--- src/rtl/reset_seq_defs.sv ---
// Shared definitions for the reset sequencer: FSM state encoding and a
// counter-width helper used to size the stage index and gap counter.
package reset_seq_defs;

  typedef enum logic [1:0] {
    HOLD    = 2'd0,
    STRETCH = 2'd1,
    RELEASE = 2'd2,
    RUN     = 2'd3
  } seq_state_e;

  // Index width for a count of n values, never narrower than one bit.
  function automatic int unsigned min1Clog2(input int unsigned n);
    return (n <= 1) ? 1 : $clog2(n);
  endfunction

endpackage

--- src/rtl/reset_sequencer_sync_bit.sv ---
// Single-bit synchroniser: STAGES-deep flop chain with asynchronous active-low clear.
module sync_bit #(
  parameter int unsigned STAGES = 2
) (
  input  logic clk,
  input  logic resetN,
  input  logic d,
  output logic q
);

  logic [STAGES-1:0] chain;

  always_ff @(posedge clk or negedge resetN) begin
    if (!resetN) chain <= '0;
    else         chain <= {chain[STAGES-2:0], d};
  end

  assign q = chain[STAGES-1];

endmodule

--- src/rtl/reset_sequencer.sv ---
// Lock-qualified reset stretcher with staged release of NUM_DOMAINS domain resets.
// Optional saturating lock-loss counter enabled by defining LOCK_LOSS_COUNT_EN.
module reset_sequencer
  import reset_seq_defs::*;
#(
  parameter int unsigned NUM_DOMAINS   = 3,
  parameter int unsigned STRETCH_WIDTH = 24,
  parameter int unsigned STAGE_GAP     = 16,
  parameter int unsigned SYNC_STAGES   = 2
) (
  input  logic                   clk,
  input  logic                   resetN,
  input  logic                   dcmLocked,
  input  logic                   softResetReq,
  output logic [NUM_DOMAINS-1:0] resetOut,
  output logic                   ready,
  output logic [7:0]             lockLossCount
);

  localparam int unsigned STAGE_W = min1Clog2(NUM_DOMAINS);
  localparam int unsigned GAP_W   = min1Clog2(STAGE_GAP);

  seq_state_e               state, stateNext;
  logic [STRETCH_WIDTH-1:0] cnt, cntNext;
  logic [GAP_W-1:0]         gap, gapNext;
  logic [STAGE_W-1:0]       stage, stageNext;
  logic [NUM_DOMAINS-1:0]   resetOutNext;
  logic                     readyNext;
  logic                     lockS;

  sync_bit #(.STAGES(SYNC_STAGES)) lockSync (
    .clk    (clk),
    .resetN (resetN),
    .d      (dcmLocked),
    .q      (lockS)
  );

  always_ff @(posedge clk or negedge resetN) begin
    if (!resetN) begin
      state    <= HOLD;
      cnt      <= '0;
      gap      <= '0;
      stage    <= '0;
      resetOut <= '1;
      ready    <= 1'b0;
    end else begin
      state    <= stateNext;
      cnt      <= cntNext;
      gap      <= gapNext;
      stage    <= stageNext;
      resetOut <= resetOutNext;
      ready    <= readyNext;
    end
  end

  always_comb begin
    stateNext    = state;
    cntNext      = cnt;
    gapNext      = gap;
    stageNext    = stage;
    resetOutNext = resetOut;
    readyNext    = ready;
    // Soft request and lock loss share one path; the request also keeps HOLD for a cycle.
    if (softResetReq || (state != HOLD && !lockS)) begin
      stateNext    = HOLD;
      cntNext      = '0;
      gapNext      = '0;
      stageNext    = '0;
      resetOutNext = '1;
      readyNext    = 1'b0;
    end else begin
      case (state)
        HOLD: begin
          resetOutNext = '1;
          readyNext    = 1'b0;
          if (lockS) begin
            stateNext = STRETCH;
            cntNext   = '0;
          end
        end
        STRETCH: begin
          if (cnt != '1) begin
            cntNext = cnt + 1'b1;
          end else begin
            resetOutNext[0] = 1'b0;
            gapNext         = '0;
            if (NUM_DOMAINS == 1) begin
              stateNext = RUN;
              readyNext = 1'b1;
              stageNext = '0;
            end else begin
              stateNext = RELEASE;
              stageNext = STAGE_W'(1);
            end
          end
        end
        RELEASE: begin
          if (gap == GAP_W'(STAGE_GAP - 1)) begin
            resetOutNext[stage] = 1'b0;
            gapNext             = '0;
            if (stage == STAGE_W'(NUM_DOMAINS - 1)) begin
              stateNext = RUN;
              readyNext = 1'b1;
            end else begin
              stageNext = stage + 1'b1;
            end
          end else begin
            gapNext = gap + 1'b1;
          end
        end
        RUN: begin
          resetOutNext = '0;
          readyNext    = 1'b1;
        end
        default: stateNext = HOLD;
      endcase
    end
  end

`ifdef LOCK_LOSS_COUNT_EN
  logic       lockSD;
  logic [7:0] lossCnt;

  always_ff @(posedge clk or negedge resetN) begin
    if (!resetN) begin
      lockSD  <= 1'b0;
      lossCnt <= '0;
    end else begin
      lockSD <= lockS;
      if (lockSD && !lockS && state != HOLD && lossCnt != 8'hFF)
        lossCnt <= lossCnt + 1'b1;
    end
  end

  assign lockLossCount = lossCnt;
`else
  assign lockLossCount = 8'h00;
`endif

endmodule

--- config.mk ---
export PLATFORM = sky130hd
export DESIGN_NAME = reset_sequencer
export DESIGN_NICKNAME = d
export VERILOG_FILES = /design/src/rtl/reset_seq_defs.sv /design/src/rtl/reset_sequencer_sync_bit.sv /design/src/rtl/reset_sequencer.sv
export SDC_FILE = /design/constraint.sdc
export NUM_CORES = 1
export LEC_CHECK = 0
export ABC_AREA = 1
export CORE_MARGIN = 10
export CORE_UTILIZATION = 55
export DETAILED_ROUTE_END_ITERATION = 10
export PLACE_DENSITY = 0.75
export SLEW_MARGIN = 20
export SYNTH_ARGS = -nofsm -noshare
export SYNTH_HDL_FRONTEND = slang
export SYNTH_SLANG_ARGS = --single-unit
--- constraint.sdc ---
create_clock -name clk -period 2.7 [get_ports clk]
set_input_delay 0.54 -clock clk [delete_from_list [all_inputs] [get_ports clk]]
set_output_delay 0.54 -clock clk [all_outputs]
set_load 0.02 [all_outputs]
==> results.sh <==
export IMPL_floorplan_core_area_mm2=0.00444
export IMPL_dp_hpwl_um=4350
export IMPL_post_detailed_route_drc_marker_count=0
export IMPL_worst_max_slew_pin_slew_ps=847
export IMPL_cp_num_buf_inv=3
export IMPL_global_route_overflow_total=0
export IMPL_synthAdderAreaFrac=0.0485
export IMPL_vdd_ir_drop_worst_uv=417
export IMPL_critical_path_reg2reg_endpoint="cnt[5]$_DFFE_PN0P_"
export IMPL_slew_headroom=0.435
export IMPL_post_cts_setup_buffers=0
export IMPL_cp_max_fo=14
export IMPL_cts_resizes=0
export IMPL_synth_compound_area_share=0.0849
export IMPL_global_route_usage_total=0.159
export IMPL_vias=2326
export IMPL_fp_dieH_um=88.5
export IMPL_dr_pass1_iters=4
export IMPL_synth_top_cells_by_area="sky130_fd_sc_hd__dfrtp_1, sky130_fd_sc_hd__nand2_1, sky130_fd_sc_hd__inv_1"
export IMPL_power_density_cell_area_mw_per_mm2=581
export IMPL_ios=16
export IMPL_synth_seq_area_share=0.370
export IMPL_totalNegativeSetupSlack_ps=0
export IMPL_slew_viol_final=0
export IMPL_rrSetupSlack_ps=510
export IMPL_totalPowerFinal_mw=1.60
export IMPL_htree_num_levels=2
export IMPL_worst_endpoint_required_ps=2920
export IMPL_grt_antenna_before_repair=0
export IMPL_fp_dieW_um=88.5
export IMPL_critical_setup_path_kind="flop to flop"
export IMPL_detail_route_iter0_violations=180
export IMPL_critPathLaunchType="flop"
export IMPL_worst_r2r_path_depth=10
export IMPL_layout_filler_cells=419
export IMPL_count_of_standard_cell_rows=24
export IMPL_die_area_mm2=0.00783
export IMPL_power_leakage_nw=1.35
export IMPL_finish_instance_area_mm2=0.00276
export IMPL_cts_root_to_sink_buffers=2
export IMPL_layout_drive_gt1_share=0.0775
export IMPL_yosys_area_top_type="sky130_fd_sc_hd__dfrtp_1"
export IMPL_grt_start_max_net_pins=39
export IMPL_synth_yosys_warnings=0
export IMPL_hp_class="input port to asynchronous set/reset pin"
export IMPL_netlist_area_mm2=0.00258
export IMPL_antennaDiodeCount=0
export IMPL_post_dp_cell_area_mm2=0.00266
export IMPL_portBuffers=7
export IMPL_critical_register_to_register_path_startpoint="state[1]$_DFFE_PN0P_"
export IMPL_critPathCaptureType="flop"
export IMPL_area_growth_syn_to_layout_pct=6.79
export IMPL_min_period_ps=2190
export IMPL_fmax_mhz=456
export IMPL_simple_gate_share_of_the_synthesized_area=0.362
export IMPL_timing_final_hold_violations=0
export IMPL_detail_route_wl_per_cell_um=13.2
export IMPL_maxCapViolCount=0
export IMPL_ctsRootBufferMaster="sky130_fd_sc_hd__clkbuf_8"
export IMPL_worst_path_dominant_cell_family="simple AND/OR/NAND/NOR gates"
export IMPL_hold_worst_slack_ps=348
export IMPL_critical_path_cell_chain="inv_1 > ha_1 > inv_2 > nand4_1 > nand2_1 > inv_2 > nand2_1 > nor2_1 > o21ai_1 > o21ai_1"
export IMPL_global_route_wire_length_before_repair_um=9970
export IMPL_worst_skew_pair_late_latency_ps=290
export IMPL_finalCritPeriodShare=0.812
export IMPL_netlist_area_leader_share=0.339
export IMPL_worst_path_max_delay_cell="sky130_fd_sc_hd__dfrtp_1"
export IMPL_synth_seq_cells=38
export IMPL_final_setup_viol_count=0
export IMPL_cts_inserted_buffers=5
export IMPL_run_status="complete, no violations"
export IMPL_globalplace_congestion=0.902
export IMPL_synth_cells=375
export IMPL_synth_area_mux_share=0
export IMPL_detail_route_vias_per_cell=5.30
export IMPL_dominant_combinational_cell_family_by_area_after_synthesis="simple AND/OR/NAND/NOR gates"
export IMPL_preCtsSetupSlack_ps=397
export IMPL_ant_nets=0
export IMPL_tritoncts="done"
export IMPL_ys_types=29
export IMPL_starting_density_of_the_core=0.581
export IMPL_syn_avg_cell_area_um2=6.88
export IMPL_postCtsHoldBufs=0
export IMPL_grt_pass1_vias=2161
export IMPL_rsz_0062_raised_after_global_routing="no"
export IMPL_finalWorstSetupSlack_ps=508
export IMPL_clock_skew_final_ps=5.65
export IMPL_worst_ep_arrival_time_ps=2410
export IMPL_layout_nets=400
export IMPL_path_clk_slew_ps=80
export IMPL_synth_xor_area_share=0.0102
export IMPL_worst_path_largest_cell_delay_ps=410
export IMPL_routed_wirelength_um=5790
export IMPL_tritoncts_num_sinks=38
final cells by class:
type                            instances  area [um^2]  share of cell area
Clock inverter                          1         5.00             0.00182
Timing Repair Buffer                    9         80.1              0.0291
Sequential cell                        38          955               0.347
Inverter                               61          229              0.0831
Multi-Input combinational cell        271         1340               0.485
Tap cell                               52         65.1              0.0236
Clock buffer                            7         86.3              0.0313
power breakdown:
part | internal, mW | switching, mW
registers | 0.627 | 0.0413
clock network | 0.206 | 0.202
logic | 0.157 | 0.367
state kept, by name (all words and copies together), names as in the netlist:
name / count
state: 2
ready: 1
resetOut: 3
cnt: 24
gap: 4
stage: 2
lockSync.chain: 2
metal layers:
layer | track usage | part of all wire | wire [um]
met2 | 0.256 | 0.45 | 2620
met1 | 0.206 | 0.48 | 2770
met4 | 0.0675 | 0.024 | 136
met3 | 0.0257 | 0.044 | 256
met5 | 0 | 0 | 0
through the flow:
step,cells,util
after floorplan,382,-
after global placement,431,0.599
after detailed placement,431,0.599
after CTS,439,0.620
after global routing,439,0.620
final,439,0.620
synthesized netlist by cell type:
cell                       number
sky130_fd_sc_hd__o21ai_0       23
sky130_fd_sc_hd__xor2_1         2
sky130_fd_sc_hd__or2_2          2
sky130_fd_sc_hd__nor2_4         1
sky130_fd_sc_hd__nor3_1         5
sky130_fd_sc_hd__nor2_8         1
sky130_fd_sc_hd__xnor2_1        1
sky130_fd_sc_hd__nor2_2         2
sky130_fd_sc_hd__o21ai_1        7
sky130_fd_sc_hd__nor2_1        44
sky130_fd_sc_hd__conb_1         1
sky130_fd_sc_hd__a21oi_1        7
sky130_fd_sc_hd__nand3_1       29
sky130_fd_sc_hd__buf_6          1
sky130_fd_sc_hd__buf_2          1
sky130_fd_sc_hd__inv_1         57
sky130_fd_sc_hd__buf_4          9
sky130_fd_sc_hd__a21boi_2       1
sky130_fd_sc_hd__dfrtp_1       35
sky130_fd_sc_hd__nand2_1      102
sky130_fd_sc_hd__o21bai_1       3
sky130_fd_sc_hd__nand2_4        1
sky130_fd_sc_hd__inv_2          4
sky130_fd_sc_hd__nand3_4        1
sky130_fd_sc_hd__dfstp_2        3
sky130_fd_sc_hd__nand2_2        4
sky130_fd_sc_hd__clkbuf_1       1
sky130_fd_sc_hd__ha_1          10
sky130_fd_sc_hd__nand4_1       17
how the worst max path moves through the flow:
| stage | start | end | cells after the start |
|---|---|---|---|
| 3_5_place_dp | softResetReq | cnt[8]$_DFFE_PN0P_ | 8 |
| 6_report | state[1]$_DFFE_PN0P_ | cnt[5]$_DFFE_PN0P_ | 10 |
| 4_1_cts | state[1]$_DFFE_PN0P_ | cnt[5]$_DFFE_PN0P_ | 10 |
| 3_3_place_gp | softResetReq | cnt[8]$_DFFE_PN0P_ | 8 |
| 2_1_floorplan | state[1]$_DFFE_PN0P_ | cnt[7]$_DFFE_PN0P_ | 10 |
| 5_1_grt | state[1]$_DFFE_PN0P_ | cnt[5]$_DFFE_PN0P_ | 10 |
logic make-up (layout without fill, tap and decap cells):
| family | after synthesis | count (layout) |
|---|---|---|
| and+or+nand+nor | 209 | 209 |
| buffers and inverters | 73 | 78 |
| AOI/OAI and AO/OA | 41 | 41 |
| DFF | 38 | 38 |
| adders and majority gates | 10 | 10 |
| xor gates and xnor gates | 3 | 3 |
| other | 1 | 8 |
worst reg2reg max path, delay by kind of cell (launching register included):
| kind | cells | cell delay, ps |
|---|---|---|
| buffers and inverters | 3 | 430 |
| adders and majority gates | 1 | 340 |
| DFF | 1 | 410 |
| and+or+nand+nor | 4 | 720 |
| AOI/OAI and AO/OA | 2 | 230 |
placed cells by master, fill, tap and decap left out, types with 7 or more instances in the layout:
master	instances
sky130_fd_sc_hd__dfrtp_1	35
sky130_fd_sc_hd__ha_1	10
sky130_fd_sc_hd__nand2_1	102
sky130_fd_sc_hd__nor2_1	44
sky130_fd_sc_hd__a21oi_1	7
sky130_fd_sc_hd__nand4_1	17
sky130_fd_sc_hd__o21ai_1	7
sky130_fd_sc_hd__conb_1	8
sky130_fd_sc_hd__o21ai_0	23
sky130_fd_sc_hd__inv_1	57
sky130_fd_sc_hd__nand3_1	29
(Power assumes the default switching activity.)
